==> config.mk <==
export PLATFORM = sky130hd
export DESIGN_NAME = uart_rx_os
export DESIGN_NICKNAME = d
export VERILOG_FILES = /design/src/rtl/uart_rx_os.sv
export SDC_FILE = /design/constraint.sdc
export NUM_CORES = 1
export LEC_CHECK = 0
export ABC_AREA = 1
export CORE_ASPECT_RATIO = 0.6
export CORE_UTILIZATION = 50
export DETAILED_ROUTE_END_ITERATION = 12
export GPL_ROUTABILITY_DRIVEN = 0
export GPL_TIMING_DRIVEN = 0
export PLACE_DENSITY = 0.72
export SLEW_MARGIN = 20
export SYNTH_ARGS = -nofsm -noshare
export SYNTH_HDL_FRONTEND = slang
export SYNTH_SLANG_ARGS = --single-unit
==> constraint.sdc <==
create_clock -name clk -period 1.4 [get_ports clk]
set_input_delay 0.28 -clock clk [delete_from_list [all_inputs] [get_ports clk]]
set_output_delay 0.28 -clock clk [all_outputs]
set_load 0.1 [all_outputs]
==> src/rtl/uart_rx_os.sv <==
// Oversampling UART receiver: 2-flop input synchroniser, phase-aligned tick
// generator, 3-sample majority vote at mid-bit, configurable data width,
// parity mode and stop-bit count, separate parity and framing error flags.
module uart_rx_os #(
  parameter int unsigned CLK_FREQ   = 100000000,
  parameter int unsigned BAUD_RATE  = 115200,
  parameter int unsigned OVERSAMPLE = 16,
  parameter int unsigned DATA_BITS  = 8,
  parameter int unsigned PARITY     = 1,
  parameter int unsigned STOP_BITS  = 1
) (
  input  logic                 clk,
  input  logic                 rst_n,
  input  logic                 uart_i,
  output logic [DATA_BITS-1:0] rx_data,
  output logic                 rx_valid,
  output logic                 parity_err,
  output logic                 frame_err,
  output logic                 rx_busy
);

  localparam int unsigned TICK_DIV_RAW = CLK_FREQ / (BAUD_RATE * OVERSAMPLE);
  localparam int unsigned TICK_DIV     = (TICK_DIV_RAW < 1) ? 1 : TICK_DIV_RAW;
  localparam int unsigned DIV_W        = (TICK_DIV > 1) ? $clog2(TICK_DIV) : 1;
  localparam int unsigned TCNT_W       = $clog2(OVERSAMPLE);
  localparam int unsigned BCNT_W       = $clog2(DATA_BITS + 1);
  localparam int unsigned SAMP_LO      = OVERSAMPLE / 2 - 1;
  localparam int unsigned SAMP_MID     = OVERSAMPLE / 2;
  localparam int unsigned SAMP_RES     = OVERSAMPLE / 2 + 1;
  localparam int unsigned BIT_LAST     = OVERSAMPLE - 1;
  localparam logic        ODD_PAR      = (PARITY == 2);

  typedef enum logic [2:0] {
    ST_IDLE   = 3'd0,
    ST_START  = 3'd1,
    ST_DATA   = 3'd2,
    ST_PARITY = 3'd3,
    ST_STOP   = 3'd4
  } state_t;

  state_t state_q, state_d;

  logic                 sync1_q, sync2_q, line_d_q;
  logic                 line, fall;
  logic [DIV_W-1:0]     div_cnt_q;
  logic [TCNT_W-1:0]    tick_cnt_q;
  logic [BCNT_W-1:0]    bit_cnt_q;
  logic                 stop_cnt_q;
  logic                 samp0_q, samp1_q;
  logic [DATA_BITS-1:0] shift_q;
  logic                 perr_q, ferr_q;

  logic tick, at_lo, at_mid, at_res, at_end;
  logic bit_val, last_data, last_stop;
  logic start_c, shift_c, par_chk_c, stop_chk_c, commit_c, data_end_c, stop_end_c;

  // Synchronise the raw line; the third flop provides falling-edge detection.
  always_ff @(posedge clk or negedge rst_n) begin
    if (!rst_n) begin
      sync1_q  <= 1'b1;
      sync2_q  <= 1'b1;
      line_d_q <= 1'b1;
    end else begin
      sync1_q  <= uart_i;
      sync2_q  <= sync1_q;
      line_d_q <= sync2_q;
    end
  end

  assign line = sync2_q;
  assign fall = line_d_q & ~sync2_q;

  // Tick and sample-point decode; ticks only run while a frame is in progress.
  assign tick      = (state_q != ST_IDLE) && (div_cnt_q == DIV_W'(TICK_DIV - 1));
  assign at_lo     = tick && (tick_cnt_q == TCNT_W'(SAMP_LO));
  assign at_mid    = tick && (tick_cnt_q == TCNT_W'(SAMP_MID));
  assign at_res    = tick && (tick_cnt_q == TCNT_W'(SAMP_RES));
  assign at_end    = tick && (tick_cnt_q == TCNT_W'(BIT_LAST));
  assign bit_val   = (samp0_q & samp1_q) | (samp0_q & line) | (samp1_q & line);
  assign last_data = (bit_cnt_q == BCNT_W'(DATA_BITS - 1));
  assign last_stop = (stop_cnt_q == 1'(STOP_BITS - 1));

  // FSM state register.
  always_ff @(posedge clk or negedge rst_n) begin
    if (!rst_n) begin
      state_q <= ST_IDLE;
    end else begin
      state_q <= state_d;
    end
  end

  // FSM next-state logic.
  always_comb begin
    state_d = state_q;
    case (state_q)
      ST_IDLE: begin
        if (fall) state_d = ST_START;
      end
      ST_START: begin
        if (at_res && bit_val) state_d = ST_IDLE;
        else if (at_end)       state_d = ST_DATA;
      end
      ST_DATA: begin
        if (at_end && last_data) begin
          if (PARITY != 0) state_d = ST_PARITY;
          else             state_d = ST_STOP;
        end
      end
      ST_PARITY: begin
        if (at_end) state_d = ST_STOP;
      end
      ST_STOP: begin
        if (at_res && last_stop) state_d = ST_IDLE;
      end
      default: state_d = ST_IDLE;
    endcase
  end

  // FSM control strobes for the datapath.
  always_comb begin
    start_c    = 1'b0;
    shift_c    = 1'b0;
    par_chk_c  = 1'b0;
    stop_chk_c = 1'b0;
    commit_c   = 1'b0;
    data_end_c = 1'b0;
    stop_end_c = 1'b0;
    case (state_q)
      ST_IDLE:   start_c = fall;
      ST_DATA: begin
        shift_c    = at_res;
        data_end_c = at_end;
      end
      ST_PARITY: par_chk_c = at_res;
      ST_STOP: begin
        stop_chk_c = at_res;
        commit_c   = at_res && last_stop;
        stop_end_c = at_end;
      end
      default: ;
    endcase
  end

  // Clock divider, restarted on the start edge so ticks align to the frame.
  always_ff @(posedge clk or negedge rst_n) begin
    if (!rst_n) begin
      div_cnt_q <= '0;
    end else if (start_c || (state_q == ST_IDLE)) begin
      div_cnt_q <= '0;
    end else if (div_cnt_q == DIV_W'(TICK_DIV - 1)) begin
      div_cnt_q <= '0;
    end else begin
      div_cnt_q <= div_cnt_q + DIV_W'(1);
    end
  end

  // Tick position within the current bit.
  always_ff @(posedge clk or negedge rst_n) begin
    if (!rst_n) begin
      tick_cnt_q <= '0;
    end else if (start_c) begin
      tick_cnt_q <= '0;
    end else if (tick) begin
      if (tick_cnt_q == TCNT_W'(BIT_LAST)) tick_cnt_q <= '0;
      else                                 tick_cnt_q <= tick_cnt_q + TCNT_W'(1);
    end
  end

  // Data-bit and stop-bit counters.
  always_ff @(posedge clk or negedge rst_n) begin
    if (!rst_n) begin
      bit_cnt_q  <= '0;
      stop_cnt_q <= 1'b0;
    end else if (start_c) begin
      bit_cnt_q  <= '0;
      stop_cnt_q <= 1'b0;
    end else begin
      if (data_end_c) bit_cnt_q  <= bit_cnt_q + BCNT_W'(1);
      if (stop_end_c) stop_cnt_q <= stop_cnt_q + 1'b1;
    end
  end

  // Capture the first two mid-bit samples; the third is the live line.
  always_ff @(posedge clk or negedge rst_n) begin
    if (!rst_n) begin
      samp0_q <= 1'b0;
      samp1_q <= 1'b0;
    end else begin
      if (at_lo)  samp0_q <= line;
      if (at_mid) samp1_q <= line;
    end
  end

  // LSB-first shift register and sticky per-frame error bits.
  always_ff @(posedge clk or negedge rst_n) begin
    if (!rst_n) begin
      shift_q <= '0;
      perr_q  <= 1'b0;
      ferr_q  <= 1'b0;
    end else if (start_c) begin
      perr_q  <= 1'b0;
      ferr_q  <= 1'b0;
    end else begin
      if (shift_c)               shift_q <= {bit_val, shift_q[DATA_BITS-1:1]};
      if (par_chk_c)             perr_q  <= (bit_val != ((^shift_q) ^ ODD_PAR));
      if (stop_chk_c && !bit_val) ferr_q <= 1'b1;
    end
  end

  // Registered outputs; the word and its flags update together on the final stop resolve.
  always_ff @(posedge clk or negedge rst_n) begin
    if (!rst_n) begin
      rx_data    <= '0;
      rx_valid   <= 1'b0;
      parity_err <= 1'b0;
      frame_err  <= 1'b0;
      rx_busy    <= 1'b0;
    end else begin
      rx_valid <= commit_c;
      rx_busy  <= (state_d != ST_IDLE);
      if (commit_c) begin
        rx_data    <= shift_q;
        parity_err <= (PARITY != 0) && perr_q;
        frame_err  <= ferr_q | ~bit_val;
      end
    end
  end

endmodule

==> out/qor_table.md, run 1 <==
| Quantity | Reported | Unit |
| --- | --- | --- |
| Slack of the critical path | -202 | ps |
| Number of cells produced by synthesis | 259 | - |
| Pins over their slew limit | 0 | - |
| Sequential fraction of the synthesis area | 50.6 | % |
| Vias in the first global route | 1,560 | - |
| Routed WL | 4590 | µm |
| Worst r2r dst | frame_err | - |
| CTS Buffer Depth | 2 | - |
| Share of the clock period used by the worst path | 114 | % |
| Worst reg2reg path depth | 9 | - |
| Average detailed-routed wire length per instance | 13.0 | µm |
| Count of input and output buffers | 14 | - |
| Post-synthesis instance area | 2230 | µm² |
| Root buffer selected by CTS | clkbuf_8 | - |
| Overall via count from detail_route | 1,736 | - |
| Total iterations of the first detailed-routing run | 4 | - |
| Worst supply voltage drop on vdd | 683 | µV |
| Status | finished with violations | - |
| Yosys Warn Count | 0 | - |
| Overflow left after global routing | 0 | - |
| Post-synth cell types | 33 | - |
| Average vias per placed instance | 4.93 | - |
| Number of rows in the core area | 18 | - |
| Static power due to leakage | 1.36 | nW |
| Pwr per Cell Area | 998 | nW/µm² |
| Worst max-slew margin expressed relative to the limit | 68.0 | % |
| Starting density of the core | 53.3 | % |
| Maximum fanout encountered on the critical timing path | 5 | - |
| Hold violation count in the final report | 0 | - |
| Top flip-flop cell by instance count after synthesis | dfrtp_1 | - |
| Post-route clock skew | 9.48 | ps |
| Clock tree from TritonCTS | built | - |
| Share of cells above drive strength 1 | 36.0 | % |
| Worst slack, placed | -344 | ps |
| Core occupancy in the finished layout | 68.7 | % |
| Insertion delay of the later-clocked pin in the worst-skew pair | 300 | ps |
| Min Tclk post-route | 1600 | ps |
| Pin count of the biggest net entering global routing | 31 | - |
| Startpoint Class | register | - |
| Total clock sinks | 45 | - |
| Layout Cell Area excl Fill | 2880 | µm² |
| Fraction of registers with async set/reset | 100 | % |
| Initial antenna violation count | 0 | - |
| Routed Antenna Nets | 0 | - |
| Number of maximum-capacitance violations | 0 | - |
| Worst-Margin Slew | 484 | ps |
| Commonest cells after routing, fill and taps aside | nand2_1 (44), dfrtp_1 (42), inv_1 (33) | - |
| Clock-pin slew of the registers on the worst-case setup and hold paths | 80 | ps |
| Highest achievable clock rate | 624 | MHz |
| Syn avg cell area | 8.62 | µm² |
| Leading cell type in the layout, fill and taps excluded | nand2_1 | - |
| Critical path type | reg2reg | - |
| Worst reg2reg path startpoint | div_cnt_q[1] | - |
| Register bit total from synthesis | 45 | - |
| Area added between synthesis and finish | 28.9 | % |
| Residual DRC | 0 | - |
| Worst setup EP type | register | - |
| Min-Delay Startpoint | sync1_q | - |
| Diodes inserted | 0 | - |
| Setup TNS | -4890 | ps |
| Required @ worst endpoint | 1620 | ps |
| Cell area after placement | 2460 | µm² |
| Setup repair after global routing missed its margin | true | - |
| Number of buffers created by CTS | 5 | - |
| Final count of negative-setup-slack endpoints | 35 | - |
| Top Ports | 15 | - |
| Net count after synthesis | 268 | - |
| Area of the core | 4190 | µm² |
| Horizontal extent of the die | 88.3 | µm |
| Violated checks | setup timing | - |
| DIE AREA | 4750 | µm² |
| Total routing resource utilization after global routing | 21.1 | % |
| Arrival time at the worst endpoint | 1830 | ps |
| Post-DP HPWL | 2900 | µm |
| First-pass GRT wire length | 7340 | µm |
| Initial drt markers | 86 | - |
| Vertical extent of the die | 53.8 | µm |
| Hold Path Sink | line | - |
| Hold Slack | 366 | ps |
| Number of nets in the layout | 300 | - |
| WHS Path Cells | 0 | - |
| Worst setup slack for register-to-register paths | -200 | ps |
| CTS H-Tree Depth | 2 | - |
| Kind of path behind the tightest hold check | reg2reg | - |
| Post-synth EDFFs | 0 | - |
[per-layer routing]
metal  up-vias  track usage [%]  part of all wire, %
li1        887                -                    -
met1       815             33.5                   54
met2        29             28.2                   40
met3         5             4.60                  4.7
met4         0             6.45                 0.78
met5         -                0                    0
[where the power goes]
| group | switching (mW) | internal, mW |
|---|---|---|
| Sequential | 0.0981 | 1.39 |
| Clock | 0.420 | 0.530 |
| Combinational | 0.259 | 0.176 |
| Total | 0.777 | 2.10 |
[how the worst max path moves through the flow]
stage | from | to | slack, ps | cells past startpoint
after floorplan | div_cnt_q[1] | shift_q[5] | -70 | 12
after global placement | rst_n | rx_data[3] | -1200 | 1
after detailed placement | rx_data[6] | rx_data[6] | -340 | 1
after CTS | div_cnt_q[1] | rx_busy | -240 | 11
after global routing | div_cnt_q[1] | rx_busy | -290 | 11
final | div_cnt_q[1] | frame_err | -200 | 9
[cell type report]
type | count | area (µm²)
multi-input cells | 170 | 1140
plain buffers | 3 | 37.5
flip-flops and latches | 45 | 1130
inverters | 41 | 164
clock inverters | 2 | 35.0
repair buffers | 25 | 225
well taps | 60 | 75.1
clock buffers | 6 | 72.6
fillers | 326 | 1310
[flip-flops by register name, indices dropped and copies added (netlist names)]
signal / flops
rx_data: 8
shift_q: 8
div_cnt_q: 6
bit_cnt_q: 4
tick_cnt_q: 4
state_q: 3
ferr_q: 1
frame_err: 1
line: 1
line_d_q: 1
parity_err: 1
perr_q: 1
rx_busy: 1
rx_valid: 1
samp0_q: 1
samp1_q: 1
stop_cnt_q: 1
sync1_q: 1
[repair_timing]
item	in CTS	in global routing
setup endpoints to repair	47	44
pin swaps	3	7
endpoints found under the hold margin	13	0
hold buffers	1	0
cloned	1	1
gates resized for setup	93	52
setup buffers	5	3
[cell families after synthesis]
kind of cell / synth area share [%]
AOI/OAI and AO/OA: 11.2
xor gates and xnor gates: 1.57
adders and majority gates: 3.36
buffers and inverters: 8.40
DFF: 50.6
and+or+nand+nor: 24.9
[critical path, stage by stage, from the launching register on]
cell and delay [ps]:
dfrtp_1 410, inv_2 80, ha_4 130, nand3_4 80
nor2_4 190, nand4_4 140, nor2_4 200, buf_6 150
nor2_1 40, a31oi_1 120
[through the flow]
stage	cells	total power, mW
final	352	2.87
after global routing	352	3.04
after CTS	349	2.80
after detailed placement	334	1.83
after global placement	333	1.82
after floorplan	259	1.73
[synthesized netlist by cell type, types with 3 or more instances]
master	number	area [µm²]
dfrtp_1	42	1050
inv_1	37	139
o21ai_0	14	70.1
nand2_1	59	221
dfstp_2	3	78.8
nor2_1	21	78.8
xor2_1	3	26.3
nand2_4	3	33.8
nand2_2	4	25.0
a21oi_1	16	80.1
nand3_1	16	80.1
o21ai_2	8	70.1
ha_1	6	75.1
Power figures use the tool's default switching activity.
==> inputs of run 2 (changes only) <==
--- a/config.mk
+++ b/config.mk
@@ -12,7 +12,6 @@
 export GPL_ROUTABILITY_DRIVEN = 0
 export GPL_TIMING_DRIVEN = 0
 export PLACE_DENSITY = 0.72
-export SLEW_MARGIN = 20
 export SYNTH_ARGS = -nofsm -noshare
 export SYNTH_HDL_FRONTEND = slang
 export SYNTH_SLANG_ARGS = --single-unit
==> results of run 2 <==
No change in the layout: final DEF, timing and power equal those of run 1.
==> inputs of run 3 (changes only) <==
--- a/config.mk
+++ b/config.mk
@@ -8,9 +8,11 @@
 export ABC_AREA = 1
 export CORE_ASPECT_RATIO = 0.6
 export CORE_UTILIZATION = 50
+export CTS_BUF_LIST = sky130_fd_sc_hd__clkbuf_4 sky130_fd_sc_hd__clkbuf_8 sky130_fd_sc_hd__clkbuf_16
 export DETAILED_ROUTE_END_ITERATION = 12
 export GPL_ROUTABILITY_DRIVEN = 0
 export GPL_TIMING_DRIVEN = 0
+export HOLD_SLACK_MARGIN = 0.08
 export PLACE_DENSITY = 0.72
 export SYNTH_ARGS = -nofsm -noshare
 export SYNTH_HDL_FRONTEND = slang
==> run 3 against run 2 <==
  * The flow still finishes with violations (setup timing)
  * Final area down 2.0%
  * Combinational power decreased by 7.1%
  * Count of clock-buffer cells in the layout unchanged
  * Critical path type unchanged
  * Highest routed layer unchanged
==> out/qor_table.md, run 3 (synthesized netlist as in run 1, its figures left out) <==
| Quantity | Reported | Unit | Change |
| --- | --- | --- | --- |
| Status | finished with violations | - | unchanged |
| Violated checks | setup timing | - | unchanged |
| Vias in the first global route | 1,497 | - | was 1,560 |
| Worst slack, placed | -344 | ps | unchanged |
| Total routing resource utilization after global routing | 19.7 | % | was 21.1% |
| Core occupancy in the finished layout | 67.3 | % | was 68.7% |
| Cell area after placement | 2460 | µm² | unchanged |
| Initial antenna violation count | 0 | - | unchanged |
| Worst-Margin Slew | 470 | ps | was 484 ps |
| Clock tree from TritonCTS | built | - | unchanged |
| Horizontal extent of the die | 88.3 | µm | unchanged |
| Routed Antenna Nets | 0 | - | unchanged |
| Number of maximum-capacitance violations | 0 | - | unchanged |
| Starting density of the core | 53.3 | % | unchanged |
| Fillers | 331 | - | was 326 |
| Hold violation count in the final report | 0 | - | unchanged |
| Number of placed instances with taps included | 334 | - | unchanged |
| Count of input and output buffers | 14 | - | unchanged |
| Clock-pin slew of the registers on the worst-case setup and hold paths | 90 | ps | was 80 ps |
| Maximum fanout encountered on the critical timing path | 8 | - | was 5 |
| Overall power after layout | 2.87 | mW | about the same |
| DIE AREA | 4750 | µm² | unchanged |
| CTS H-Tree Depth | 2 | - | unchanged |
| Top Ports | 15 | - | unchanged |
| Critical path type | reg2reg | - | unchanged |
| Total clock sinks | 45 | - | unchanged |
| Area added between synthesis and finish | 26.3 | % | was 28.9% |
| Insertion delay of the later-clocked pin in the worst-skew pair | 300 | ps | about the same |
| Slack of the critical path | -236 | ps | was -202 ps |
| Post-route clock skew | 11.3 | ps | was 9.48 ps |
| Number of nets in the layout | 297 | - | was 300 |
| Leading cell type in the layout, fill and taps excluded | nand2_1 | - | unchanged |
| Worst supply voltage drop on vdd | 676 | µV | was 683 µV |
| Startpoint Class | register | - | unchanged |
| Average vias per placed instance | 4.91 | - | was 4.93 |
| First-pass GRT wire length | 6890 | µm | was 7340 µm |
| Top flop regs | rx_data (8), shift_q (8), div_cnt_q (6) | - | unchanged |
| Routed WL | 4540 | µm | was 4590 µm |
| Root buffer selected by CTS | clkbuf_8 | - | unchanged |
| Vertical extent of the die | 53.8 | µm | unchanged |
| Pin count of the biggest net entering global routing | 31 | - | unchanged |
| Required @ worst endpoint | 1590 | ps | was 1620 ps |
| Non-filler cells, final | 349 | - | was 352 |
| Number of rows in the core area | 18 | - | unchanged |
| Overflow left after global routing | 0 | - | unchanged |
| Commonest cells after routing, fill and taps aside | nand2_1 (50), dfrtp_1 (42), inv_1 (34) | - | was nand2_1 (44), dfrtp_1 (42), inv_1 (33) |
| Worst max-slew margin expressed relative to the limit | 68.5 | % | was 68.0% |
| Layout Cell Area excl Fill | 2820 | µm² | was 2880 µm² |
| Total iterations of the first detailed-routing run | 4 | - | unchanged |
| Setup repair after global routing missed its margin | true | - | unchanged |
| Pins over their slew limit | 0 | - | unchanged |
| Share of cells above drive strength 1 | 34.3 | % | was 36.0% |
| Residual DRC | 0 | - | unchanged |
| Initial drt markers | 65 | - | was 86 |
| Post-DP HPWL | 2900 | µm | unchanged |
| Static power due to leakage | 1.36 | nW | about the same |
| Min Tclk post-route | 1640 | ps | was 1600 ps |
| Overall via count from detail_route | 1,712 | - | was 1,736 |
| CTS Buffer Depth | 2 | - | unchanged |
| Kind of path behind the tightest hold check | reg2reg | - | unchanged |
| Area of the core | 4190 | µm² | unchanged |
| Hold Slack | 368 | ps | was 366 ps |
| Setup TNS | -5550 | ps | was -4890 ps |
| Average detailed-routed wire length per instance | 13.0 | µm | about the same |
| Worst setup EP type | register | - | unchanged |
| Share of the clock period used by the worst path | 117 | % | was 114% |
| Highest achievable clock rate | 611 | MHz | was 624 MHz |
| Final count of negative-setup-slack endpoints | 35 | - | unchanged |
| Arrival time at the worst endpoint | 1830 | ps | about the same |
| Number of buffers created by CTS | 5 | - | unchanged |
| Pwr per Cell Area | 1020 | nW/µm² | was 998 nW/µm² |
| Diodes inserted | 0 | - | unchanged |
==> run 3: cell count changes in the layout (fill, tap and decap cells not counted), sizes merged <==
cell	delta
clkinv	-1
clkbuf	+1
inv	+1
buf	-4
==> run 3: what timing repair did <==
action,CTS,global route
gates cloned,0,2
setup endpoints to repair,47,44
resized for setup,76,57
pin swaps,2,10
buffers inserted,2,2
hold buffers,1,0
endpoints found under the hold margin,13,0
==> run 3: per-layer routing <==
metal  global-route usage (%)  wire length (µm)
met1                     31.0              2460
met2                     26.2              1830
met3                     4.60               203
met4                     6.45                42
met5                        0                 0
==> run 3: critical path: stages (launching register included) <==
cell and delay (ps):
dfrtp_1 440, ha_4 170, nand3_4 70, nor2_4 210, nand2_4 80, inv_4 80
nand2_4 70, inv_6 90, nand2_8 80, buf_12 150, nand2_2 50, o21ai_2 40
==> run 3: layout make-up <==
cell class / count / area, µm² / area share, %
flip-flops and latches: 45 / 1130 / 40.1
multi-input cells: 170 / 1110 / 39.4
repair buffers: 22 / 185 / 6.57
inverters: 41 / 166 / 5.90
clock buffers: 6 / 76.3 / 2.71
well taps: 60 / 75.1 / 2.66
plain buffers: 3 / 42.5 / 1.51
clock inverters: 2 / 35.0 / 1.24
==> run 3: worst paths after layout <==
| kind | depth (start not counted) | start | slack, ps | end |
|---|---|---|---|---|
| worst max-delay path | 11 | div_cnt_q[0] | -240 | shift_q[5] |
| worst min-delay path | 0 | sync1_q | 370 | line |
| worst max register to register | 11 | div_cnt_q[0] | -240 | shift_q[5] |
| worst min register to register | 0 | sync1_q | 370 | line |
| max in group asynchronous | 3 | rst_n | 430 | line_d_q |
| min in group asynchronous | 2 | rst_n | 420 | frame_err |
==> run 3: power breakdown <==
part / internal (mW) / switching [mW]
registers: 1.39 / 0.0993
clock network: 0.549 / 0.428
logic: 0.161 / 0.243
==> variant: new RTL, settings of run 1 <==
The parameter `DATA_BITS` goes from 8 to 4.
--- a/src/rtl/uart_rx_os.sv
+++ b/src/rtl/uart_rx_os.sv
@@ -5,7 +5,7 @@
   parameter int unsigned CLK_FREQ   = 100000000,
   parameter int unsigned BAUD_RATE  = 115200,
   parameter int unsigned OVERSAMPLE = 16,
-  parameter int unsigned DATA_BITS  = 8,
+  parameter int unsigned DATA_BITS  = 4,
   parameter int unsigned PARITY     = 1,
   parameter int unsigned STOP_BITS  = 1
 ) (
Interface: changed (resized rx_data); port bits go from 15 to 11. The function was not compared with the original's and may differ.
==> variant against run 1 <==
The flow still finishes with violations (setup timing). Cell area decreased by 18%. Wire length is 12% lower. Highest routed layer unchanged. Clock power fell by 4.5%. Combinational power down 48%. Power is 23% lower. Sequential power down 27%. Hold slack worse by 0.0068 ns. Setup slack better by 0.098 ns. Sequential cell count decreased by 9. Count of clock-buffer cells in the layout fell by 1. Via count down 14%. Area after synthesis decreased by 20%.
==> variant: results (changes against run 1) <==
- Synth Area in Adders: 0.0492 (+0.0156)
- Fillers: 249 (-24%)
- Internal: 0.00168 W (-20%)
- Failing checks: setup timing
- Syn nets: 211 (-21%)
- Post-synthesis xor/xnor area fraction: 0.0246 (+0.00893)
- Number of global-route vias before repair: 1372 (-12%)
- M1 GR Usage: 0.283 (-0.0518)
- Power Clock: 0.000907 W (-4.5%)
- Ant diodes: 0 (unchanged)
- First-pass GRT wire length: 6.16 mm (-16%)
- Bufs w/o clock: 31 (+11%)
- Worst Path Max Fanout: 7 (+2)
- Signal buf overhead: 0.117 (+0.0256)
- Worst VDD drop: 0.000632 V (-7.5%)
- FF+latch count, synth: 36 (-20%)
- Nonclk inv count: 29 (-29%)
- Routed length on met2: 1.88 mm (+2.3%)
- Clock Skews: 0.00601 ns (-0.00347 ns)
- Netlist cell types: 30 (-9.1%)
- # placed instances: 257 (-23%)
- Slew @ Worst Pin: 0.518 ns (+0.0337 ns)
- DP Area: 0.00197 mm2 (-20%)
- Port bufs: 10 (-4)
- Drt wl/cell: 14.2 um (+9.0%)
- #MultiIn Comb: 135 (-21%)
- Layout cells sized above 1: 0.385 (+0.0253)
- Worst setup margin: -0.104 ns (+0.0980 ns)
- Sequential share of power: 0.490 (-0.028)
- Reg2reg end: rx_data[2]$_DFFE_PN0P_
- Critical path data arrival time: 1.69 ns (-0.14 ns)
- Seq/total area: 0.383 (-0.00904)
- Top post-synthesis cells by count: nand2_1 (45), dfrtp_1 (33), inv_1 (23)
- Reg-to-Reg Start: state_q[0]$_DFF_PN0_
- Status: finished with violations
- Post-synthesis compound-gate area fraction: 0.0921 (-0.0199)
- Sequential share of the synthesized area: 0.508 (+0.00256)
- P_leak: 1.12 nW (-18%)
- Initial detailed-routing violation count: 88 (+2.3%)
- Mux contribution to synthesized area: 0 (unchanged)
- Async S/R FF share, synth: 1.00 (unchanged)
- DRT met1 WL: 1.86 mm (-25%)
- Cells after synthesis: 201 (-22%)
- Largest cells by area after synthesis: dfrtp_1 (46%), nand2_1 (9.5%), ha_1 (4.9%)
- Hold path depth: 0 (unchanged)
- Clk Tree Root Cell: clkbuf_8
- Fin nets: 248 (-17%)
- Met2 Use GR: 0.379 (+0.0973)
- Vias: 1497 (-14%)
- Seq pwr: 0.00109 W (-27%)
- Clock buf/inv share: 0.0471 (+0.00969)
- Post-detail-place hpwl: 2.70 mm (-6.9%)
- Final setup fails: 16 (-54%)
- Post-Layout Cell Count: 284 (-19%)
- Total GRT Usage: 0.223 (+0.0117)
- Setup TNS: -0.869 ns (+4.02 ns)
- Multi-input gate share of total cell area: 0.383 (-0.0130)
- Reg2Reg Depth: 10 (+1)
variant: critical path, cell delays in order (launching register included):
cell,delay (ns)
dfrtp_1,0.45
nor2_2,0.08
nand2_4,0.13
inv_2,0.06
nor2_4,0.14
nand2_4,0.09
inv_2,0.07
nand3_4,0.10
buf_8,0.18
nand2_2,0.06
o21ai_2,0.05
variant: metrics by stage:
stage / utilization / hold slack [ns] / setup slack (ns)
3_5_place_dp: 0.594 / 0.201 / -0.359
4_1_cts: 0.659 / 0.361 / -0.103
3_3_place_gp: 0.587 / 0.349 / -0.641
2_1_floorplan: - / -0.0156 / -0.0476
6_report: 0.712 / 0.359 / -0.104
5_1_grt: 0.712 / 0.367 / -0.192
variant: timing repair:
action                                 in CTS  in global routing
hold buffers                                1                  0
buffers inserted                            9                  8
gates cloned                                0                  1
pin swaps                                  14                 19
setup endpoints to repair                  33                 27
resized for setup                          56                 29
endpoints found under the hold margin      12                  0
